===== src/rtl/dispense_pkg.sv =====
`default_nettype none
// +------------------------------------------------------------------------+
// | Package     : dispense_pkg                                             |
// | Description : Shared types and constants for the dispense subsystem:   |
// |               step-generator state codes, dispense-controller state    |
// |               codes, default step rate/timing constants and a helper   |
// |               that sizes the step period timer.                        |
// | Revision    : 1.0 - initial release                                    |
// +------------------------------------------------------------------------+
package dispense_pkg;

  // Default step timing at a 12 MHz system clock.
  localparam int unsigned STEP_CLK_FREQ   = 12_000_000;
  localparam int unsigned STEP_SLOW_HZ    = 1_000;
  localparam int unsigned STEP_FAST_HZ    = 2_000;
  localparam int unsigned STEP_PULSE_HIGH = 120;
  localparam int unsigned STEP_DIR_SETUP  = 60;

  // Step generator states.
  typedef enum logic [2:0] {
    STEP_IDLE  = 3'd0,
    STEP_SETUP = 3'd1,
    STEP_HIGH  = 3'd2,
    STEP_LOW   = 3'd3,
    STEP_DONE  = 3'd4
  } step_state_t;

  // Dispense controller states.
  typedef enum logic [2:0] {
    CTRL_IDLE     = 3'd0,
    CTRL_HOME     = 3'd1,
    CTRL_DISPENSE = 3'd2,
    CTRL_RETRACT  = 3'd3,
    CTRL_FAULT    = 3'd4
  } ctrl_state_t;

  // Bits needed to hold a timer load of (max_period - 1); the longest
  // period is one full slow step, so this covers every phase.
  function automatic int unsigned timer_width(input int unsigned max_period);
    return $clog2(max_period);
  endfunction

endpackage
`default_nettype wire


===== src/rtl/stepper_step_gen_cycle_timer.sv =====
`default_nettype none
// +------------------------------------------------------------------------+
// | Module      : cycle_timer                                              |
// | Description : Loadable down-counter with a zero flag. Loading N-1      |
// |               makes zero assert in the Nth cycle after the load edge,  |
// |               so a state that loads on entry lasts exactly N cycles.   |
// | Ports       : clk, rst (async, active-high), load, load_value[W],      |
// |               zero (count has reached 0).                              |
// | Revision    : 1.0 - initial release                                    |
// +------------------------------------------------------------------------+
module cycle_timer #(
  parameter int unsigned WIDTH = 14
) (
  input  logic             clk,
  input  logic             rst,
  input  logic             load,
  input  logic [WIDTH-1:0] load_value,
  output logic             zero
);

  logic [WIDTH-1:0] r_count;

  always_ff @(posedge clk or posedge rst) begin
    if (rst) begin
      r_count <= '0;
    end else if (load) begin
      r_count <= load_value;
    end else if (r_count != '0) begin
      r_count <= r_count - 1'b1;
    end
  end

  assign zero = (r_count == '0);

endmodule
`default_nettype wire


===== src/rtl/stepper_step_gen.sv =====
`default_nettype none
// +------------------------------------------------------------------------+
// | Module      : stepper_step_gen                                         |
// | Description : STEP/DIR pulse generator for a stepper driver. A start   |
// |               request latches direction, rate and step count, waits    |
// |               a direction setup time, then issues the requested        |
// |               number of fixed-width STEP pulses at the selected rate.  |
// | Ports       : clk, rst (async, active-high)                            |
// |               start, dir_in, speed_fast, step_count[10], abort         |
// |               busy, done, step_out, dir_out, steps_issued[10]          |
// | Revision    : 1.0 - initial release                                    |
// +------------------------------------------------------------------------+
module stepper_step_gen
  import dispense_pkg::*;
#(
  parameter int unsigned CLK_FREQ   = STEP_CLK_FREQ,
  parameter int unsigned SLOW_HZ    = STEP_SLOW_HZ,
  parameter int unsigned FAST_HZ    = STEP_FAST_HZ,
  parameter int unsigned PULSE_HIGH = STEP_PULSE_HIGH,
  parameter int unsigned DIR_SETUP  = STEP_DIR_SETUP
) (
  input  logic       clk,
  input  logic       rst,
  input  logic       start,
  input  logic       dir_in,
  input  logic       speed_fast,
  input  logic [9:0] step_count,
  input  logic       abort,
  output logic       busy,
  output logic       done,
  output logic       step_out,
  output logic       dir_out,
  output logic [9:0] steps_issued
);

  localparam int unsigned TW = timer_width(CLK_FREQ / SLOW_HZ);

  // Timer loads are (phase length - 1); all divisions fold at elaboration.
  localparam logic [TW-1:0] C_SETUP_LOAD    = TW'(DIR_SETUP - 1);
  localparam logic [TW-1:0] C_HIGH_LOAD     = TW'(PULSE_HIGH - 1);
  localparam logic [TW-1:0] C_LOW_SLOW_LOAD = TW'(CLK_FREQ / SLOW_HZ - PULSE_HIGH - 1);
  localparam logic [TW-1:0] C_LOW_FAST_LOAD = TW'(CLK_FREQ / FAST_HZ - PULSE_HIGH - 1);

  step_state_t   r_state;
  step_state_t   w_next;
  logic          r_fast;
  logic [9:0]    r_count;
  logic          w_load;
  logic [TW-1:0] w_load_value;
  logic          w_zero;
  logic          w_accept;

  cycle_timer #(
    .WIDTH (TW)
  ) u_timer (
    .clk        (clk),
    .rst        (rst),
    .load       (w_load),
    .load_value (w_load_value),
    .zero       (w_zero)
  );

  assign w_accept = (r_state == STEP_IDLE) && start && !abort;

  always_ff @(posedge clk or posedge rst) begin
    if (rst) begin
      r_state <= STEP_IDLE;
    end else begin
      r_state <= w_next;
    end
  end

  // Next state and timer load. Abort takes priority over timer expiry.
  always_comb begin
    w_next       = r_state;
    w_load       = 1'b0;
    w_load_value = '0;
    case (r_state)
      STEP_IDLE: begin
        if (w_accept) begin
          if (step_count == '0) begin
            w_next = STEP_DONE;
          end else begin
            w_next       = STEP_SETUP;
            w_load       = 1'b1;
            w_load_value = C_SETUP_LOAD;
          end
        end
      end
      STEP_SETUP: begin
        if (abort) begin
          w_next = STEP_DONE;
        end else if (w_zero) begin
          w_next       = STEP_HIGH;
          w_load       = 1'b1;
          w_load_value = C_HIGH_LOAD;
        end
      end
      STEP_HIGH: begin
        if (abort) begin
          w_next = STEP_DONE;
        end else if (w_zero) begin
          w_next       = STEP_LOW;
          w_load       = 1'b1;
          w_load_value = r_fast ? C_LOW_FAST_LOAD : C_LOW_SLOW_LOAD;
        end
      end
      STEP_LOW: begin
        if (abort) begin
          w_next = STEP_DONE;
        end else if (w_zero) begin
          if (steps_issued < r_count) begin
            w_next       = STEP_HIGH;
            w_load       = 1'b1;
            w_load_value = C_HIGH_LOAD;
          end else begin
            w_next = STEP_DONE;
          end
        end
      end
      STEP_DONE: begin
        w_next = STEP_IDLE;
      end
      default: begin
        w_next = STEP_IDLE;
      end
    endcase
  end

  // Outputs are registered from the next state so they line up with it.
  always_ff @(posedge clk or posedge rst) begin
    if (rst) begin
      r_fast       <= 1'b0;
      r_count      <= '0;
      busy         <= 1'b0;
      done         <= 1'b0;
      step_out     <= 1'b0;
      dir_out      <= 1'b0;
      steps_issued <= '0;
    end else begin
      step_out <= (w_next == STEP_HIGH);
      done     <= (w_next == STEP_DONE);
      busy     <= (w_next == STEP_SETUP) || (w_next == STEP_HIGH) ||
                  (w_next == STEP_LOW);
      if (w_accept) begin
        r_fast       <= speed_fast;
        r_count      <= step_count;
        steps_issued <= '0;
        // A zero-length move never drives the motor, so DIR stays put.
        if (step_count != '0) begin
          dir_out <= dir_in;
        end
      end else if ((w_next == STEP_HIGH) && (r_state != STEP_HIGH)) begin
        steps_issued <= steps_issued + 1'b1;
      end
    end
  end

endmodule
`default_nettype wire


===== config.mk =====
export PLATFORM = sky130hd
export DESIGN_NAME = stepper_step_gen
export DESIGN_NICKNAME = d
export VERILOG_FILES = /design/src/rtl/dispense_pkg.sv /design/src/rtl/stepper_step_gen_cycle_timer.sv /design/src/rtl/stepper_step_gen.sv
export SDC_FILE = /design/constraint.sdc
export NUM_CORES = 1
export LEC_CHECK = 0
export ABC_AREA = 1
export CAP_MARGIN = 20
export CORE_ASPECT_RATIO = 2
export CORE_MARGIN = 8
export CORE_UTILIZATION = 50
export CTS_BUF_LIST = sky130_fd_sc_hd__clkbuf_2
export DETAILED_ROUTE_END_ITERATION = 8
export DONT_BUFFER_PORTS = 1
export PLACE_DENSITY = 0.73
export SLEW_MARGIN = 20
export SYNTH_ARGS = -nofsm -noshare
export SYNTH_HDL_FRONTEND = slang
export SYNTH_SLANG_ARGS = --single-unit

===== constraint.sdc =====
create_clock -name clk -period 1.7 [get_ports clk]
set_input_delay 0.34 -clock clk [delete_from_list [all_inputs] [get_ports clk]]
set_output_delay 0.34 -clock clk [all_outputs]
set_load 0.02 [all_outputs]

==> qor.log, run 1 <==
[grt] initial antenna violation count 0
[placed_design] detailed placer's ending HPWL 4.86 mm
[route] first-pass iteration count of the detailed router 4
[sta] RSZ-0062 raised after global routing true
[power] internal power 0.00159 W
[yosys] complex-gate fraction of the synthesized area 9.93%
[route] remaining routing DRC violations 0
[worst_setup_path] critical path startpoint category flip-flop
[yosys] net count after synthesis 361
[yosys] post-synth design cell area 2560 um^2
[worst_hold_path] worst hold endpoint dir_out$_DFFE_PP0N_
[worst_hold_path] count of cells along the worst hold path 2
[yosys] share of flip-flops with an asynchronous set or reset 100%
[worst_setup_path] source of the worst register-to-register timing path steps_issued[7]$_DFFE_PP0P_
[floorplanning] floorplan die height 117 um
[placed_design] quantity of I/O buffers inserted on ports 0
[floorplanning] Starting Density 50.7%
[route] average via count per standard cell 5.43
[floorplanning] core area 5050 um^2
[floorplanning] die width 66.6 um
[power] leakage power total 1.63 nW
[sta] Hold Vio Cnt, Final 0
[power] reported net switching power 0.000931 W
[clock_network] number of buffers created by CTS 5
[final_layout] Antenna Diode Count 0
[clock_network] Max clock buf depth 2
[route] count of antenna-violating nets left after detailed routing 0
[power] maximum VDD drop 0.754 mV
[yosys] mux cell area share after synthesis 0%
[yosys] cell accounting for the most synthesized area dfrtp_1
[placed_design] final weighted congestion in routability-driven placement 0.871
[route] total wire length 6.84 mm
[power] Power Density 754 nW/um^2
[clock_network] H-tree Lvls 2
[sta] final critical path time including I/O delays and setup 1890 ps
[yosys] ys flop type dfrtp_1
[yosys] number of synthesized register bits 42
[clock_network] clock tree from TritonCTS done
[yosys] synthesized-area fraction occupied by and/or/nand/nor cells 29.9%
[worst_setup_path] maximum fanout along the worst path 5
[worst_setup_path] arrival time at the worst endpoint 2240 ps
[final_layout] number of nets in the layout 412
[run_status] run status finished with violations
[sta] Max-slew headroom 76.6%
[power] portion of total power attributed to sequential cells 48.7%
[worst_setup_path] data required time of the critical path 2050 ps
[yosys] count leader, synth nand2_1
[grt] wire length of the first global-routing pass 10.6 mm
[sta] Setup violations, final 27
[yosys] YS warnings 0
[sta] worst hold margin 35.8 ps
[worst_hold_path] worst min-delay path class primary input to flip-flop
[yosys] main combinational cell family by area after synthesis simple AND/OR/NAND/NOR gates
[worst_setup_path] Crit Path Class flip-flop to flip-flop
[worst_hold_path] hold wc startpoint dir_in
[grt] aggregate global-route resource usage 17.5%
[sta] share of the clock period used by the worst path 111%
[floorplanning] I/O pin count 30
[sta] number of max-slew violations in the final report 0
[worst_setup_path] reg2reg end u_timer.r_count[4]$_DFFE_PP0P_
[floorplanning] Std-Cell Rows 37
[grt] largest net degree at the start of global routing 27
[yosys] adder and majority gate portion of the synthesized area 5.87%
[final_layout] final-layout fill cell count 439
[clock_network] source-to-sink clock delay at the later pin of the worst-skew pair 420 ps
[power] clock group share of total power 16.5%
[final_layout] final core area utilization 66.2%
[final_layout] share of final-layout standard cells stronger than drive strength 1 34.5%
[sta] peak clock frequency supported by timing 528 MHz
[yosys] Post-Synth XOR/XNOR Area 3.42%
[yosys] top area cells in the synthesized netlist dfrtp_1, nand2_1, inv_1
[sta] Layout Skew 38.6 ps
[route] via count 2405
[grt] vias in the first global route 2419
[clock_network] TritonCTS Sinks 42
[floorplanning] die area 7800 um^2
[final_layout] Layout area overhead 30.6%
[flow_run] # Max-Cap Violations 0
[worst_setup_path] flop2flop setup slack -190 ps
[power] switch share 36.9%
[sta] transition time at the pin with the least slew margin 348 ps
[yosys] share of the yosys chip area belonging to registers 41.1%
[grt] Congestion Overflow GR 0
[run_status] violations in the final reports setup timing
[clock_network] root buffer cell clkbuf_2
[power] fraction of power consumed by combinational cells 34.7%
[sta] final setup slack of the worst path -195 ps
[yosys] Post-synth EDFFs 0
[worst_setup_path] worst r2r path cells 12
[yosys] gate count of the mapped netlist 333
[clock_network] clock-pin slew of the registers on the worst-case setup and hold paths 230 ps
[yosys] commonest cells in the netlist nand2_1, inv_1, dfrtp_1
[worst_setup_path] endpoint class of the critical path flip-flop
[route] initial DRC count 114
[yosys] distinct cell type count after synthesis 29
[power] total design power 0.00252 W
[yosys] area share of the leading cell type in the synthesized netlist 41.1%
[route] average wire per cell in the routed design 15.4 um
[yosys] post-synthesis average cell area 7.68 um^2
## stage by stage
step                area, um^2  TNS, ps  worst slack, ps  std cells
detailed placement        3030    -3400             -225        426
global placement          3030    -2380             -193        426
CTS                       3150    -2370             -134        437
global route              3340    -5580             -271        443
floorplan                 2690     -219            -40.9        333
finish                    3340    -3340             -195        443
## flip-flops by register name, indices dropped and copies added, names as in the netlist
name / count
r_count: 10
steps_issued: 10
r_fast: 1
done: 1
step_out: 1
u_timer.r_count: 14
busy: 1
r_state: 3
dir_out: 1
## layout by cell type, fill, tap and decap left out, types with 6 or more instances in the layout
cell | Yosys | routed
nand2_1 | 70 | 55
inv_1 | 60 | 52
buf_4 | 1 | 39
dfrtp_1 | 42 | 34
o21ai_0 | 28 | 17
nor2_1 | 24 | 16
nand4_1 | 15 | 15
nor2_4 | 8 | 14
nand2_2 | 1 | 13
nand3_1 | 21 | 12
inv_2 | 3 | 11
nand3_2 | 1 | 8
dfrtp_2 | 0 | 8
nor3_1 | 8 | 7
ha_4 | 0 | 7
a21oi_1 | 10 | 6
o21ai_1 | 0 | 6
xor2_1 | 6 | 6
## layout make-up
| cell class | count | area, um^2 | area share [%] |
|---|---|---|---|
| sequential | 42 | 1060 | 31.7 |
| tap | 58 | 72.6 | 2.17 |
| multi-input combinational | 225 | 1560 | 46.6 |
| clock buffer | 5 | 25.0 | 0.749 |
| inverter | 63 | 236 | 7.08 |
| timing repair buffer | 47 | 379 | 11.3 |
| clock inverter | 3 | 11.3 | 0.337 |
## logic make-up after synthesis
kind of cell / count (synthesis)
flops: 42
compound gates: 46
xor+xnor: 10
fa+ha+maj: 12
buf+inv: 66
simple gates: 157
## worst max-delay path by stage
| stage | slack, ps | cells after the start | start | end |
|---|---|---|---|---|
| 3_5_place_dp | -220 | 11 | r_count[9]$_DFFE_PP0N_ | steps_issued[6]$_DFFE_PP0P_ |
| 4_1_cts | -130 | 11 | steps_issued[7]$_DFFE_PP0P_ | u_timer.r_count[12]$_DFFE_PP0P_ |
| 5_1_grt | -270 | 12 | steps_issued[9]$_DFFE_PP0P_ | u_timer.r_count[4]$_DFFE_PP0P_ |
| 6_report | -190 | 12 | steps_issued[7]$_DFFE_PP0P_ | u_timer.r_count[4]$_DFFE_PP0P_ |
| 2_1_floorplan | -40 | 12 | steps_issued[6]$_DFFE_PP0P_ | u_timer.r_count[9]$_DFFE_PP0P_ |
| 3_3_place_gp | -190 | 14 | r_count[3]$_DFFE_PP0N_ | steps_issued[4]$_DFFE_PP0P_ |
## routing by layer
metal	global-route usage, %	vias to the layer above	share of wire [%]
li1	-	1184	-
met1	19.2	1141	39
met2	30.5	66	53
met3	5.34	14	5.0
met4	6.03	0	2.9
met5	0	-	0
## power by group through the flow
stage               clock network [W]  logic (W)  registers [W]
finish                       0.000417   0.000876        0.00123
detailed placement                  0   0.000711        0.00124
CTS                          0.000426   0.000740        0.00123
floorplan                           0   0.000488        0.00124
global route                 0.000474   0.000975        0.00125
global placement                    0   0.000679        0.00124
## critical path: stages, from the launching register on
cell,delay [ps]
dfrtp_2,480
ha_4,290
nand2_4,50
nor2_4,130
nand2_2,90
nor2_4,120
nor2_4,70
buf_6,110
nand4_1,90
buf_4,150
o2111ai_2,110
nand2_1,100
inv_1,40
## repair_timing
item | CTS | global route
setup buffers | 1 | 4
gates resized for setup | 30 | 43
hold buffers | 1 | 2
endpoints found under the setup margin | 27 | 29
pin swaps | 2 | 16
gates cloned | 1 | 1
hold endpoints to repair | 42 | 2
Power figures use the tool's default switching activity.
==> run 2, diff against run 1 <==
- CORE_ASPECT_RATIO: 2 -> unset
==> qor.log, run 2 (synthesis results as in run 1) <==
[final_layout] area used by multi-input combinational logic 1490 um^2
[sta] Setup violations, final 24
[floorplanning] Std-Cell Rows 26
[worst_hold_path] worst hold endpoint r_fast$_DFFE_PP0N_
[sta] peak clock frequency supported by timing 541 MHz
[sta] Hold Vio Cnt, Final 0
[sta] transition time at the pin with the least slew margin 380 ps
[flow_run] # Max-Cap Violations 0
[clock_network] clock-pin slew of the registers on the worst-case setup and hold paths 210 ps
[grt] wire length of the first global-routing pass 11.0 mm
[worst_hold_path] worst min-delay path class primary input to flip-flop
[worst_setup_path] crit-path max cell delay 430 ps
[floorplanning] floorplan die height 87.5 um
[sta] final critical path time including I/O delays and setup 1850 ps
[final_layout] final core area utilization 66.2%
[sta] final setup slack of the worst path -149 ps
[clock_network] root buffer cell clkbuf_2
[power] leakage power total 1.62 nW
[route] average wire per cell in the routed design 14.0 um
[final_layout] Layout area overhead 29.7%
[worst_setup_path] arrival time at the worst endpoint 2150 ps
[sta] share of the clock period used by the worst path 109%
[placed_design] detailed placer's ending HPWL 4.95 mm
[worst_setup_path] endpoint class of the critical path flip-flop
[grt] vias in the first global route 2287
[worst_setup_path] category of cells accounting for the largest share of critical-path delay simple AND/OR/NAND/NOR gates
[final_layout] Sequential Area 1060 um^2
[route] total wire length 6.44 mm
[sta] number of max-slew violations in the final report 0
[grt] M3 GR Usage 3.85%
[floorplanning] die area 7660 um^2
[worst_hold_path] count of cells along the worst hold path 2
[power] internal power 0.00161 W
[route] remaining routing DRC violations 0
[power] switch share 35.8%
[placed_design] quantity of I/O buffers inserted on ports 0
[clock_network] TritonCTS Sinks 42
[sta] Layout Skew 27.6 ps
[power] portion of total power attributed to sequential cells 49.0%
[final_layout] number of flip-flops in the largest register 14
[clock_network] H-tree Lvls 2
[sta] Max-slew headroom 74.4%
[worst_setup_path] data required time of the critical path 2000 ps
[final_layout] Antenna Diode Count 0
[final_layout] final-layout fill cell count 420
[grt] Congestion Overflow GR 0
[route] initial DRC count 175
[final_layout] top library cells by usage in the layout, fill and taps aside nand2_1, inv_1, buf_4
[worst_setup_path] number of stages on the worst setup path 11
[placed_design] final weighted congestion in routability-driven placement 0.885
[floorplanning] die width 87.5 um
[grt] initial antenna violation count 0
[worst_setup_path] flop2flop setup slack -150 ps
[run_status] run status finished with violations
[clock_network] Max clock buf depth 2
[grt] layer with the highest usage after global routing met2
[clock_network] source-to-sink clock delay at the later pin of the worst-skew pair 400 ps
[worst_setup_path] sum of buffers and inverters on the critical path 2
[clock_network] clock tree from TritonCTS done
[final_layout] biggest regs u_timer.r_count x14, r_count x10, steps_issued x10
[worst_setup_path] Crit Path Class flip-flop to flip-flop
[power] reported net switching power 0.000897 W
[worst_setup_path] reg2reg end steps_issued[3]$_DFFE_PP0P_
[worst_setup_path] maximum fanout along the worst path 5
[floorplanning] Starting Density 51.1%
[final_layout] Finished Layout Cells 459
[grt] met1 routing resource usage after global routing 23.8%
[placed_design] number of cells in the design after placement 442
[worst_setup_path] worst r2r path cells 11
[worst_hold_path] hold wc startpoint speed_fast
[worst_setup_path] Crit-path slowest cell dfrtp_1
[power] clock group share of total power 16.6%
[power] maximum VDD drop 0.523 mV
[power] fraction of power consumed by combinational cells 34.4%
[route] via count 2334
[clock_network] number of buffers created by CTS 5
[floorplanning] I/O pin count 30
[worst_setup_path] critical path startpoint category flip-flop
[route] first-pass iteration count of the detailed router 4
[sta] RSZ-0062 raised after global routing true
[final_layout] register name with the most flops u_timer.r_count
[worst_setup_path] source of the worst register-to-register timing path r_count[9]$_DFFE_PP0N_
[final_layout] number of nets in the layout 416
[power] Power Density 755 nW/um^2
[final_layout] share of final-layout standard cells stronger than drive strength 1 31.4%
[final_layout] most frequent standard cell in the layout excluding fill and tap cells nand2_1
[grt] met2 usage in global routing 29.7%
[worst_setup_path] cell breakdown of the critical path inv_2, ha_4, a21o_1, nor2_1, nand2_1, nor2_2, nand3_2, nand2_4, buf_6, nand4_1, o21ai_1
[grt] aggregate global-route resource usage 18.4%
[route] average via count per standard cell 5.08
[run_status] violations in the final reports setup timing
[route] count of antenna-violating nets left after detailed routing 0
[floorplanning] core area 5010 um^2
[grt] largest net degree at the start of global routing 24
## run 2: changes by cell type in the layout (fill, tap and decap cells not counted), sizes merged
cell         previous run  this run
inv                    63        62
dlygate4sd3             3         2
clkbuf                  5         6
buf                    44        49
## run 2: layout make-up
| class | count | area share (%) |
|---|---|---|
| tap | 70 | 2.64 |
| sequential | 42 | 32.0 |
| inverter | 63 | 7.13 |
| multi-input combinational | 225 | 44.9 |
| clock buffer | 6 | 0.905 |
| timing repair buffer | 51 | 12.1 |
| clock inverter | 2 | 0.264 |
## run 2: what timing repair did
action / in CTS / in global routing
gates resized for setup: 38 / 14
endpoints found under the hold margin: 42 / 1
setup buffers: 3 / 4
gates cloned: 1 / 0
endpoints found under the setup margin: 29 / 30
pin swaps: 12 / 8
hold buffers: 1 / 1
## run 2: stage by stage
step / total power, W / hold slack, ps / setup TNS (ps) / setup slack [ps] / cell area (um^2)
6_report: 0.00250 / 53.3 / -2470 / -149 / 3320
5_1_grt: 0.00269 / 3.52 / -5940 / -299 / 3320
4_1_cts: 0.00246 / 19.1 / -1590 / -127 / 3230
3_5_place_dp: 0.00199 / 278 / -3350 / -226 / 3070
3_3_place_gp: 0.00195 / 279 / -2690 / -232 / 3070
2_1_floorplan: 0.00173 / 450 / -219 / -40.9 / 2690
## run 2: worst max path at each step
stage	startpoint	endpoint	slack, ps
2_1_floorplan	steps_issued[6]$_DFFE_PP0P_	u_timer.r_count[9]$_DFFE_PP0P_	-40
3_3_place_gp	r_count[9]$_DFFE_PP0N_	steps_issued[3]$_DFFE_PP0P_	-230
3_5_place_dp	r_count[9]$_DFFE_PP0N_	steps_issued[3]$_DFFE_PP0P_	-230
4_1_cts	steps_issued[7]$_DFFE_PP0P_	u_timer.r_count[12]$_DFFE_PP0P_	-130
5_1_grt	r_count[9]$_DFFE_PP0N_	u_timer.r_count[12]$_DFFE_PP0P_	-300
6_report	r_count[9]$_DFFE_PP0N_	steps_issued[3]$_DFFE_PP0P_	-150
## run 2: power groups by stage
stage	sequential, W	clock [W]	combinational, W
final	0.00123	0.000416	0.000862
after global placement	0.00123	0	0.000717
after global routing	0.00124	0.000479	0.000966
after floorplan	0.00124	0	0.000488
after detailed placement	0.00124	0	0.000743
after CTS	0.00123	0.000436	0.000802
## run 2: per-layer routing
layer  routed length, um  share of wire (%)
met1                2950                 46
met4                  71                1.1
met2                3160                 49
met5                   0                  0
met3                 263                4.1
